[config.mk]
export PLATFORM = sky130hd
export DESIGN_NAME = parity_frame_tx_ctrl
export DESIGN_NICKNAME = d
export VERILOG_FILES = /design/src/rtl/parity_frame_tx_ctrl_pkg.sv /design/src/rtl/parity_frame_tx_ctrl_parity.sv /design/src/rtl/parity_frame_tx_ctrl.sv
export SDC_FILE = /design/constraint.sdc
export NUM_CORES = 1
export LEC_CHECK = 0
export ABC_AREA = 0
export BUFFER_PORTS_ARGS = -buffer_cell sky130_fd_sc_hd__buf_2
export CORE_ASPECT_RATIO = 0.5
export CORE_MARGIN = 1.5
export CORE_UTILIZATION = 25
export CTS_BUF_LIST = sky130_fd_sc_hd__clkbuf_4
export DETAILED_ROUTE_END_ITERATION = 16
export PLACE_DENSITY_LB_ADDON = 0.3
export RECOVER_POWER = 50
export SYNTH_ARGS = -nofsm -noshare
export SYNTH_HDL_FRONTEND = slang
export SYNTH_SLANG_ARGS = --single-unit
[constraint.sdc]
create_clock -name clk -period 3.4 [get_ports clk]
set_input_delay 0.68 -clock clk [delete_from_list [all_inputs] [get_ports clk]]
set_output_delay 0.68 -clock clk [all_outputs]
set_load 0.05 [all_outputs]
[src/rtl/parity_frame_tx_ctrl_pkg.sv]
// Shared types and constants for the parity-framed serial transmitter.
package parity_frame_tx_ctrl_pkg;

    localparam int FRAME_BITS = 12;
    localparam int DATA_W     = 9;
    localparam int BIT_CNT_W  = 4;

    typedef enum logic [2:0] {
        IDLE,
        START,
        DATA,
        PARITY,
        STOP
    } state_t;

endpackage

[src/rtl/parity_frame_tx_ctrl_parity.sv]
// 9-bit parity generator: even-parity bit and its odd-parity complement.
module parity_generator_9_bits (
    input  logic [8:0] data_i,
    output logic       ep_o,
    output logic       op_o
);

    assign ep_o = ^data_i;
    assign op_o = ~ep_o;

endmodule

[src/rtl/parity_frame_tx_ctrl.sv]
// Frames a 9-bit word as start, 9 data bits LSB first, parity, stop and
// shifts it out on a registered serial line, CLKS_PER_BIT cycles per bit.
module parity_frame_tx_ctrl #(
    parameter int CLKS_PER_BIT = 4,
    parameter int DATA_W       = parity_frame_tx_ctrl_pkg::DATA_W
) (
    input  logic              clk,
    input  logic              rst,
    input  logic [DATA_W-1:0] tx_data,
    input  logic              tx_valid,
    output logic              tx_ready,
    input  logic              odd_sel,
    output logic              tx_out,
    output logic              busy,
    output logic              done
);
    import parity_frame_tx_ctrl_pkg::*;

    localparam int                   BAUD_W    = (CLKS_PER_BIT > 1) ? $clog2(CLKS_PER_BIT) : 1;
    localparam logic [BAUD_W-1:0]    BAUD_LAST = BAUD_W'(CLKS_PER_BIT - 1);
    localparam logic [BIT_CNT_W-1:0] BIT_LAST  = BIT_CNT_W'(DATA_W - 1);

    state_t                 state_q;
    logic [BAUD_W-1:0]      baud_q;
    logic [BIT_CNT_W-1:0]   bit_q;
    logic [DATA_W-1:0]      shift_q;
    logic                   par_q;
    logic                   tx_out_q;
    logic                   busy_q;
    logic                   done_q;
    logic                   ready_q;

    logic                   ep;
    logic                   op;
    logic                   baud_wrap;
    logic                   accept;

    parity_generator_9_bits u_parity (
        .data_i (tx_data),
        .ep_o   (ep),
        .op_o   (op)
    );

    assign baud_wrap = (baud_q == BAUD_LAST);
    // ready_q is only ever high in IDLE, so it doubles as the IDLE qualifier.
    assign accept    = tx_valid && ready_q;

    always_ff @(posedge clk) begin
        if (rst) begin
            state_q  <= IDLE;
            baud_q   <= '0;
            bit_q    <= '0;
            shift_q  <= '0;
            par_q    <= 1'b0;
            tx_out_q <= 1'b1;
            busy_q   <= 1'b0;
            done_q   <= 1'b0;
            ready_q  <= 1'b1;
        end else begin
            done_q <= 1'b0;

            if (state_q == IDLE) begin
                baud_q <= '0;
            end else begin
                baud_q <= baud_wrap ? '0 : baud_q + BAUD_W'(1);
            end

            case (state_q)
                IDLE: begin
                    if (accept) begin
                        state_q  <= START;
                        shift_q  <= tx_data;
                        par_q    <= odd_sel ? op : ep;
                        tx_out_q <= 1'b0;
                        busy_q   <= 1'b1;
                        ready_q  <= 1'b0;
                    end
                end
                START: begin
                    if (baud_wrap) begin
                        state_q  <= DATA;
                        bit_q    <= '0;
                        tx_out_q <= shift_q[0];
                    end
                end
                DATA: begin
                    if (baud_wrap) begin
                        if (bit_q == BIT_LAST) begin
                            state_q  <= PARITY;
                            tx_out_q <= par_q;
                        end else begin
                            // tx_out is registered, so present the bit that lands in shift_q[0] next.
                            shift_q  <= shift_q >> 1;
                            tx_out_q <= shift_q[1];
                            bit_q    <= bit_q + BIT_CNT_W'(1);
                        end
                    end
                end
                PARITY: begin
                    if (baud_wrap) begin
                        state_q  <= STOP;
                        tx_out_q <= 1'b1;
                    end
                end
                STOP: begin
                    if (baud_wrap) begin
                        state_q <= IDLE;
                        busy_q  <= 1'b0;
                        done_q  <= 1'b1;
                        ready_q <= 1'b1;
                    end
                end
                default: begin
                    state_q <= IDLE;
                end
            endcase
        end
    end

    assign tx_out   = tx_out_q;
    assign busy     = busy_q;
    assign done     = done_q;
    assign tx_ready = ready_q;

endmodule

==> run summary, run 1 <==
Routed Antenna Nets = 0
Die area = 5320 um^2
YS warnings = 0
FF-to-FF setup slack = 1.28 ns
#FFs+latches synth = 23
ANT cells = 0
Reg area = 460 um^2
Post-DP Area = 1310 um^2
Worst-Margin Slew = 0.631 ns
Async SR Flop Fraction = 0%
Synth-to-Final Area Change = 9.88%
DR vias/cell = 4.79
Net Sw Power = 0.154 mW
CTS root buf = clkbuf_4
Mapped Avg Cell Area = 9.14 um^2
CORE AREA = 4530 um^2
VDD IR max = 0.155 mV
Clk pin slew, worst setup/hold paths = 0.13 ns
DR WL/cell = 12.3 um
FF-to-FF Start = state_q[1]
Gate power share = 18.1%
Switching share of power = 28.6%
Syn nets = 149
Startpoint types = register
Largest net degree at the start of global routing = 23
Power Dens Cells = 402 nW/um^2
Post-CTS Setup Repair Bufs = 0
Worst hold stages = 1
Final HPWL DP = 1.78 mm
Top cell type's share of synthesized area = 37.9%
Hold-fix buffers, CTS = 0
Clock buffer depth = 2
Yosys top cell by area = dfxtp_1
Die Ht = 52.3 um
Initial antenna violation count = 0
H-tree levels = 1
Min-delay worst type = reg2reg
Highest net fanout along the worst path = 17
Layout Nets = 160
Post-cts resize count = 0
Via count = 1002
First-pass GRT wire length = 4.56 mm
Final instance area = 1340 um^2
Register area share after synthesis = 37.9%
Final setup margin = 1.28 ns
CP required = 3.63 ns
Clock share of power = 26.0%
Register-to-Register Path Depth = 4
R2R Path End = shift_q[5]
Fin Hold WS = 0.455 ns
Met2 Use GR = 18.3%
Final setup vio count = 0
Slew HR = 57.9%
Int Pwr = 0.384 mW
Reg power frac = 55.8%
Status = finished clean
Drt pass-1 iters = 4
Drt drc = 0
CTS sink count = 23
Yosys cell types = 39
Port Buffers = 16
Post-synth EDFFs = 0
RSZ-0062 raised after global routing = false
Pwr Total = 0.538 mW
Cells after synthesis = 133
Synth top area cells = dfxtp_1, a21oi_1, mux2i_1, a311oi_1, xnor2_1
Crit Path Category = reg2reg
GR Util met3 = 2.40%
Leak Pwr = 0.526 nW
Hold Path Sink = baud_q[0]
Area occupied by multi-input gates = 672 um^2
Initial DRC count = 105
Setup_tns = 0 ns
MaxCap Viol Count = 0
Die width = 102 um
CP Capture Type = register
Mapped Area = 1220 um^2
Final Hold Fails = 0
Vias in the first global route = 959
GRT Max-Usage Layer = met2
Clock latency at the later pin of the worst-skew pair = 0.32 ns
Site row count = 17
Met1 Resource Use GR = 14.2%
Worst Skew = 0.00898 ns
Final Cycle Share = 62.2%
Cell with the most instances after synthesis = dfxtp_1
CTS Buf Count = 3
Hold Crit Start = baud_q[0]
Crit path time final = 2.12 ns
Initial Util = 26.8%
Grt ovf = 0
Overall Global Routing Usage = 11.1%
# fillers = 482
Fmax = 0.473 GHz
Wire length after detailed routing = 2.57 mm
Routability Congestion = 0.831
Critical Path AT = 2.34 ns
Max-slew violation count = 0
IO Pins = 17
Ys flop type = dfxtp_1
Synth top cells by count = dfxtp_1, a21oi_1, a311oi_1, mux2i_1, nor2_1
Setup WS pre-CTS = 1.33 ns
CTS tree = done
Layout cells sized above 1 = 14.0%
[state kept, by name, summed over array words and instances (netlist names)]
name / flops
done: 1
tx_ready: 1
state_q: 3
par_q: 1
shift_q: 9
baud_q: 2
tx_out: 1
busy: 1
bit_q: 4
[critical path, stage by stage, from the launching register on]
cell and delay [ns]:
dfxtp_1 0.53, nor3b_2 0.47, a32o_1 0.61, a21oi_1 0.14, a311oi_1 0.27
[cells in the final DEF, fill, tap and decap left out, types with 3 or more instances in the layout]
master	n
a21oi_1	17
xnor2_1	6
o21ai_0	5
clkbuf_4	4
mux2i_1	8
nand3_1	3
nand2_1	7
dfxtp_1	23
a31oi_1	3
nor2_1	8
a311oi_1	8
ha_1	3
clkbuf_1	3
buf_2	13
inv_1	4
[cell type report]
| class | instances | area share (%) |
|---|---|---|
| Sequential cell | 23 | 34.5 |
| Inverter | 4 | 1.12 |
| Clock buffer | 4 | 2.25 |
| Timing Repair Buffer | 16 | 5.71 |
| Tap cell | 66 | 6.18 |
| Multi-Input combinational cell | 96 | 50.3 |
[worst max path at each step]
| stage | from | end | slack, ns | depth (start not counted) |
|---|---|---|---|---|
| final | state_q[1] | shift_q[5] | 1.28 | 4 |
| after global placement | state_q[1] | shift_q[6] | 1.42 | 4 |
| after floorplan | state_q[2] | bit_q[3] | 1.77 | 5 |
| after global routing | state_q[1] | shift_q[5] | 1.03 | 4 |
| after detailed placement | state_q[1] | shift_q[7] | 1.33 | 4 |
| after CTS | state_q[1] | shift_q[5] | 1.30 | 4 |
[per-layer routing]
metal	vias up	part of all wire, %
met3	5	2.6
met1	473	52
met5	-	0
li1	511	-
met2	13	44
met4	0	1.5
[through the flow]
| step | cells | utilization, % |
|---|---|---|
| 3_5_place_dp | 205 | 28.9 |
| 3_3_place_gp | 205 | 28.9 |
| 6_report | 209 | 29.5 |
| 4_1_cts | 209 | 29.6 |
| 2_1_floorplan | 133 | - |
| 5_1_grt | 209 | 29.5 |
[power by group through the flow]
stage | registers [mW] | logic (mW) | clock network (mW)
after detailed placement | 0.306 | 0.0987 | 0
after global routing | 0.303 | 0.110 | 0.159
after global placement | 0.306 | 0.0975 | 0
after floorplan | 0.313 | 0.0699 | 0
after CTS | 0.300 | 0.0991 | 0.148
final | 0.300 | 0.0976 | 0.140
[cell families after synthesis]
logic type | synth area share [%]
AO/OA/AOI/OAI | 21.9
XOR/XNOR | 7.61
adder cells (fa/ha/maj) | 3.09
buffers and inverters | 6.89
flip-flops | 37.9
multiplexers | 7.51
AND/OR/NAND/NOR | 15.1
Note: power is estimated with default switching activity, not from simulation.
==> inputs of run 2 (changes only) <==
clock period = 2.1 ns   (was 3.4 ns; I/O delays follow)
==> run summary, run 2 (synthesis results as in run 1) <==
Most frequent cells in the layout = dfxtp_1, a21oi_1, buf_2
First-pass GRT wire length = 4.10 mm (-10%)
Site row count = 17 (unchanged)
H-tree levels = 1 (unchanged)
Largest registers = shift_q (9), bit_q (4), state_q (3)
Largest net degree at the start of global routing = 23 (unchanged)
VDD IR max = 0.217 mV (+40%)
Die area = 5320 um^2 (unchanged)
Power Dens Cells = 635 nW/um^2 (+58%)
Critical Path AT = 1.98 ns (-0.36 ns)
Commonest non-fill, non-tap cell in the layout = dfxtp_1
Final cell count without fillers = 214 (+2.4%)
Crit path time final = 1.75 ns (-0.365 ns)
Slew HR = 60.0% (+2.1 points)
Worst Skew = 0.00588 ns (-0.00309 ns)
CTS Buf Count = 3 (unchanged)
Initial Util = 26.8% (unchanged)
CP required = 2.33 ns (-1.30 ns)
Area occupied by multi-input gates = 672 um^2 (unchanged)
CTS root buf = clkbuf_4
Reg area = 460 um^2 (unchanged)
Clock latency at the later pin of the worst-skew pair = 0.31 ns (about the same)
Final setup margin = 0.350 ns (-0.935 ns)
Worst-Margin Slew = 0.602 ns (-0.0288 ns)
Pwr Total = 0.869 mW (+62%)
Routability Congestion = 0.754 (-9.2%)
CTS sink count = 23 (unchanged)
Gate power share = 18.5% (+0.4 points)
CORE AREA = 4530 um^2 (unchanged)
Max-slew violation count = 0 (unchanged)
Die Ht = 52.3 um (unchanged)
Synth-to-Final Area Change = 12.6%
Highest net fanout along the worst path = 17 (unchanged)
Clk pin slew, worst setup/hold paths = 0.13 ns (about the same)
MaxCap Viol Count = 0 (unchanged)
Final HPWL DP = 1.73 mm (-2.7%)
Setup_tns = 0 ns (unchanged)
RSZ-0062 raised after global routing = false
Post-DP Area = 1350 um^2 (+2.9%)
Initial antenna violation count = 0 (unchanged)
Vias in the first global route = 886 (-7.6%)
Post-CTS Setup Repair Bufs = 0 (unchanged)
Drt pass-1 iters = 4 (unchanged)
Largest register FFs = 9 (unchanged)
Overall Global Routing Usage = 9.89% (-1.2 points)
Reg power frac = 55.8% (about the same)
CTS tree = done
Grt ovf = 0 (unchanged)
# fillers = 506 (+5.0%)
Crit Path Category = reg2reg
Startpoint types = register
Wire length after detailed routing = 2.49 mm (-3.0%)
Final Cycle Share = 83.3% (+21 points)
Final Hold Fails = 0 (unchanged)
Layout Nets = 165 (+3.1%)
Switching share of power = 28.3% (-0.33 points)
Int Pwr = 0.623 mW (+62%)
Leak Pwr = 0.545 nW (+3.6%)
Layout cells sized above 1 = 15.5% (+1.6 points)
Final setup vio count = 0 (unchanged)
CP Capture Type = register
Drt drc = 0 (unchanged)
Fmax = 0.571 GHz (+21%)
Clock share of power = 25.7% (-0.3 points)
Hold-fix buffers, CTS = 0 (unchanged)
IO Pins = 17 (unchanged)
ANT cells = 0 (unchanged)
Port Buffers = 16 (unchanged)
DR vias/cell = 4.67 (-2.5%)
Final instance area = 1370 um^2 (+2.4%)
Routed Antenna Nets = 0 (unchanged)
Via count = 1000 (-0.20%)
Net Sw Power = 0.246 mW (+60%)
Cells after DPL = 210 (+2.4%)
Post-cts resize count = 0 (unchanged)
Status = finished clean
Min-delay worst type = in2reg
Top reg by flops = shift_q
DR WL/cell = 11.6 um (-5.3%)
Die width = 102 um (unchanged)
Clock buffer depth = 2 (unchanged)
Initial DRC count = 74 (-30%)
Setup WS pre-CTS = 0.390 ns (-0.944 ns)
==> run 2: cell types whose count changed in the layout (fill, tap and decap cells not counted), sizes merged <==
| cell | delta |
|---|---|
| buf | +3 |
| clkbuf | +2 |
==> run 2: layout make-up <==
| type | count | area share (%) |
|---|---|---|
| Tap cell | 66 | 6.03 |
| Multi-Input combinational cell | 96 | 49.1 |
| Timing Repair Buffer | 21 | 7.95 |
| Inverter | 4 | 1.10 |
| Sequential cell | 23 | 33.6 |
| Clock buffer | 4 | 2.19 |
==> run 2: power by group through the flow <==
stage | registers (mW) | clock network (mW) | logic (mW)
5_1_grt | 0.490 | 0.259 | 0.176
3_3_place_gp | 0.495 | 0 | 0.162
6_report | 0.485 | 0.223 | 0.161
2_1_floorplan | 0.507 | 0 | 0.113
3_5_place_dp | 0.494 | 0 | 0.162
4_1_cts | 0.485 | 0.234 | 0.163
==> run 2: per-stage QoR <==
| step | utilization [%] | hold WS (ns) |
|---|---|---|
| floorplan | - | 0.408 |
| global placement | 29.7 | 0.418 |
| detailed placement | 29.7 | 0.427 |
| CTS | 30.4 | 0.364 |
| global route | 30.2 | 0.358 |
| finish | 30.2 | 0.386 |
==> run 2: metal layers <==
metal / track usage, % / wire (um) / up-vias / share of wire, %
met5: 0 / 0 / - / 0
met4: 2.78 / 0 / 0 / 0
met3: 2.80 / 67 / 0 / 2.7
met2: 16.4 / 1140 / 18 / 46
met1: 12.6 / 1280 / 466 / 51
li1: - / - / 516 / -
==> run 2: final timing paths <==
| path | from | endpoint | slack, ns | cells past startpoint |
|---|---|---|---|---|
| worst max-delay path | state_q[0] | shift_q[6] | 0.35 | 5 |
| worst min-delay path | tx_data[8] | shift_q[8] | 0.39 | 3 |
| worst max register to register | state_q[0] | shift_q[6] | 0.35 | 5 |
| worst min register to register | baud_q[0] | baud_q[0] | 0.44 | 1 |
==> run 2: worst max-delay path, stage by stage, from the launching register on <==
cell and delay (ns):
dfxtp_1 0.44, nor3_1 0.43, a32o_1 0.23, buf_4 0.21
a21oi_1 0.09, a311oi_1 0.26
==> inputs of run 3 (changes only) <==
clock period = 1.8 ns   (was 2.1 ns; I/O delays follow)
==> run summary, run 3 (synthesis results as in run 1) <==
Status = finished clean
Initial Util = 26.8% (unchanged)
Drt pass-1 iters = 4 (unchanged)
Leak Pwr = 0.558 nW (+2.4%)
Via count = 1009 (+0.90%)
Post-layout util = 31.0% (+0.75 points)
Die width = 102 um (unchanged)
Final HPWL DP = 1.77 mm (+2.1%)
Overall Global Routing Usage = 10.8% (+0.94 points)
Setup_tns = 0 ns (unchanged)
CORE AREA = 4530 um^2 (unchanged)
Clock buffer depth = 2 (unchanged)
Routability Congestion = 0.734 (-2.7%)
CTS sink count = 23 (unchanged)
Final setup vio count = 0 (unchanged)
Final Cycle Share = 90.5% (+7.2 points)
Top reg by flops = shift_q
Die Ht = 52.3 um (unchanged)
RSZ-0062 raised after global routing = false
Power Dens Cells = 728 nW/um^2 (+15%)
Most frequent cells in the layout = dfxtp_1, a21oi_1, buf_2
IO Pins = 17 (unchanged)
Clock latency at the later pin of the worst-skew pair = 0.32 ns (about the same)
Die area = 5320 um^2 (unchanged)
# fillers = 484 (-4.3%)
CP delay by family, top = compound AO/OA/AOI/OAI gates
Crit path time final = 1.63 ns (-0.120 ns)
CP max stage delay = 0.38 ns (-0.06 ns)
Highest net fanout along the worst path = 17 (unchanged)
Site row count = 17 (unchanged)
CTS tree = done
Final Hold Fails = 0 (unchanged)
Layout Nets = 168 (+1.8%)
Clk pin slew, worst setup/hold paths = 0.13 ns (about the same)
Pwr Total = 1.02 mW (+17%)
Startpoint types = register
Fmax = 0.614 GHz (+7.4%)
Port Buffers = 16 (unchanged)
MaxCap Viol Count = 0 (unchanged)
Slew HR = 60.7% (+0.65 points)
Initial DRC count = 49 (-34%)
Worst-Margin Slew = 0.593 ns (-0.00985 ns)
Largest registers = shift_q (9), bit_q (4), state_q (3)
CTS Buf Count = 3 (unchanged)
Slowest stage cell, crit path = dfxtp_2
Vias in the first global route = 974 (+9.9%)
Min-delay worst type = in2reg
First-pass GRT wire length = 4.49 mm (+9.4%)
Grt ovf = 0 (unchanged)
Routed Antenna Nets = 0 (unchanged)
Layout cells sized above 1 = 17.9% (+2.3 points)
DR WL/cell = 11.6 um (-0.15%)
CP Capture Type = register
Max-slew violation count = 0 (unchanged)
Wire length after detailed routing = 2.52 mm (+1.2%)
Critical Path AT = 1.85 ns (-0.13 ns)
Drt drc = 0 (unchanged)
Buf+Inv Stages, Crit Path = 2 (+1)
VDD IR max = 0.239 mV (+9.9%)
Largest net degree at the start of global routing = 23 (unchanged)
ANT cells = 0 (unchanged)
Commonest non-fill, non-tap cell in the layout = dfxtp_1
Crit Path Category = reg2reg
CP required = 2.02 ns (-0.31 ns)
Synth-to-Final Area Change = 15.3%
DR vias/cell = 4.65 (-0.49%)
H-tree levels = 1 (unchanged)
Crit-path cells = inv_1 -> ha_1 -> nand3b_1 -> a32o_1 -> buf_12 -> a21oi_1 -> a311oi_1
Initial antenna violation count = 0 (unchanged)
Worst Skew = 0.0110 ns (+0.00509 ns)
Hold-fix buffers, CTS = 0 (unchanged)
Largest register FFs = 9 (unchanged)
CTS root buf = clkbuf_4
[run 3: final cells by class]
| cell class | instances | area (um^2) | share of cell area, % |
|---|---|---|---|
| tap | 66 | 82.6 | 5.89 |
| clock buffer | 4 | 30.0 | 2.14 |
| sequential | 23 | 463 | 33.0 |
| multi-input combinational | 96 | 672 | 47.9 |
| timing repair buffer | 24 | 140 | 9.99 |
| inverter | 4 | 15.0 | 1.07 |
[run 3: power by group]
group | leakage [nW] | internal (mW) | switching, mW
clock network | 0.0184 | 0.102 | 0.157
logic | 0.350 | 0.0900 | 0.104
registers | 0.189 | 0.542 | 0.0253
[run 3: worst paths after layout]
kind              start          to  slack, ns  cells after the start
max            bit_q[0]  shift_q[7]       0.17                      7
min          tx_data[8]  shift_q[8]       0.33                      3
max reg2reg    bit_q[0]  shift_q[7]       0.17                      7
min reg2reg   baud_q[0]   baud_q[0]       0.44                      1
[run 3: timing repair]
item                                    CTS  global route
endpoints found under the setup margin    0             5
gates resized for setup                   0             2
buffers inserted                          0             2
endpoints found under the hold margin     0             0
[run 3: tightest hold or removal path, stage by stage]
cell,delay (ns)
buf_2,0.11
nand2_1,0.07
a21oi_1,0.06
[run 3: per-stage QoR]
step	std cells	worst slack, ns	hold WS [ns]	area, um^2
2_1_floorplan	133	0.167	0.408	1220
6_report	217	0.170	0.328	1400
5_1_grt	217	0.00788	0.336	1400
3_3_place_gp	211	0.124	0.411	1370
3_5_place_dp	211	0.144	0.422	1370
4_1_cts	215	0.119	0.309	1400
[run 3: layer usage]
metal | vias up | GRT usage (%) | part of all wire (%)
met5 | - | 0 | 0
met4 | 0 | 3.24 | 0
met3 | 0 | 2.80 | 2.3
met2 | 14 | 17.3 | 45
met1 | 468 | 14.4 | 53
li1 | 527 | - | -
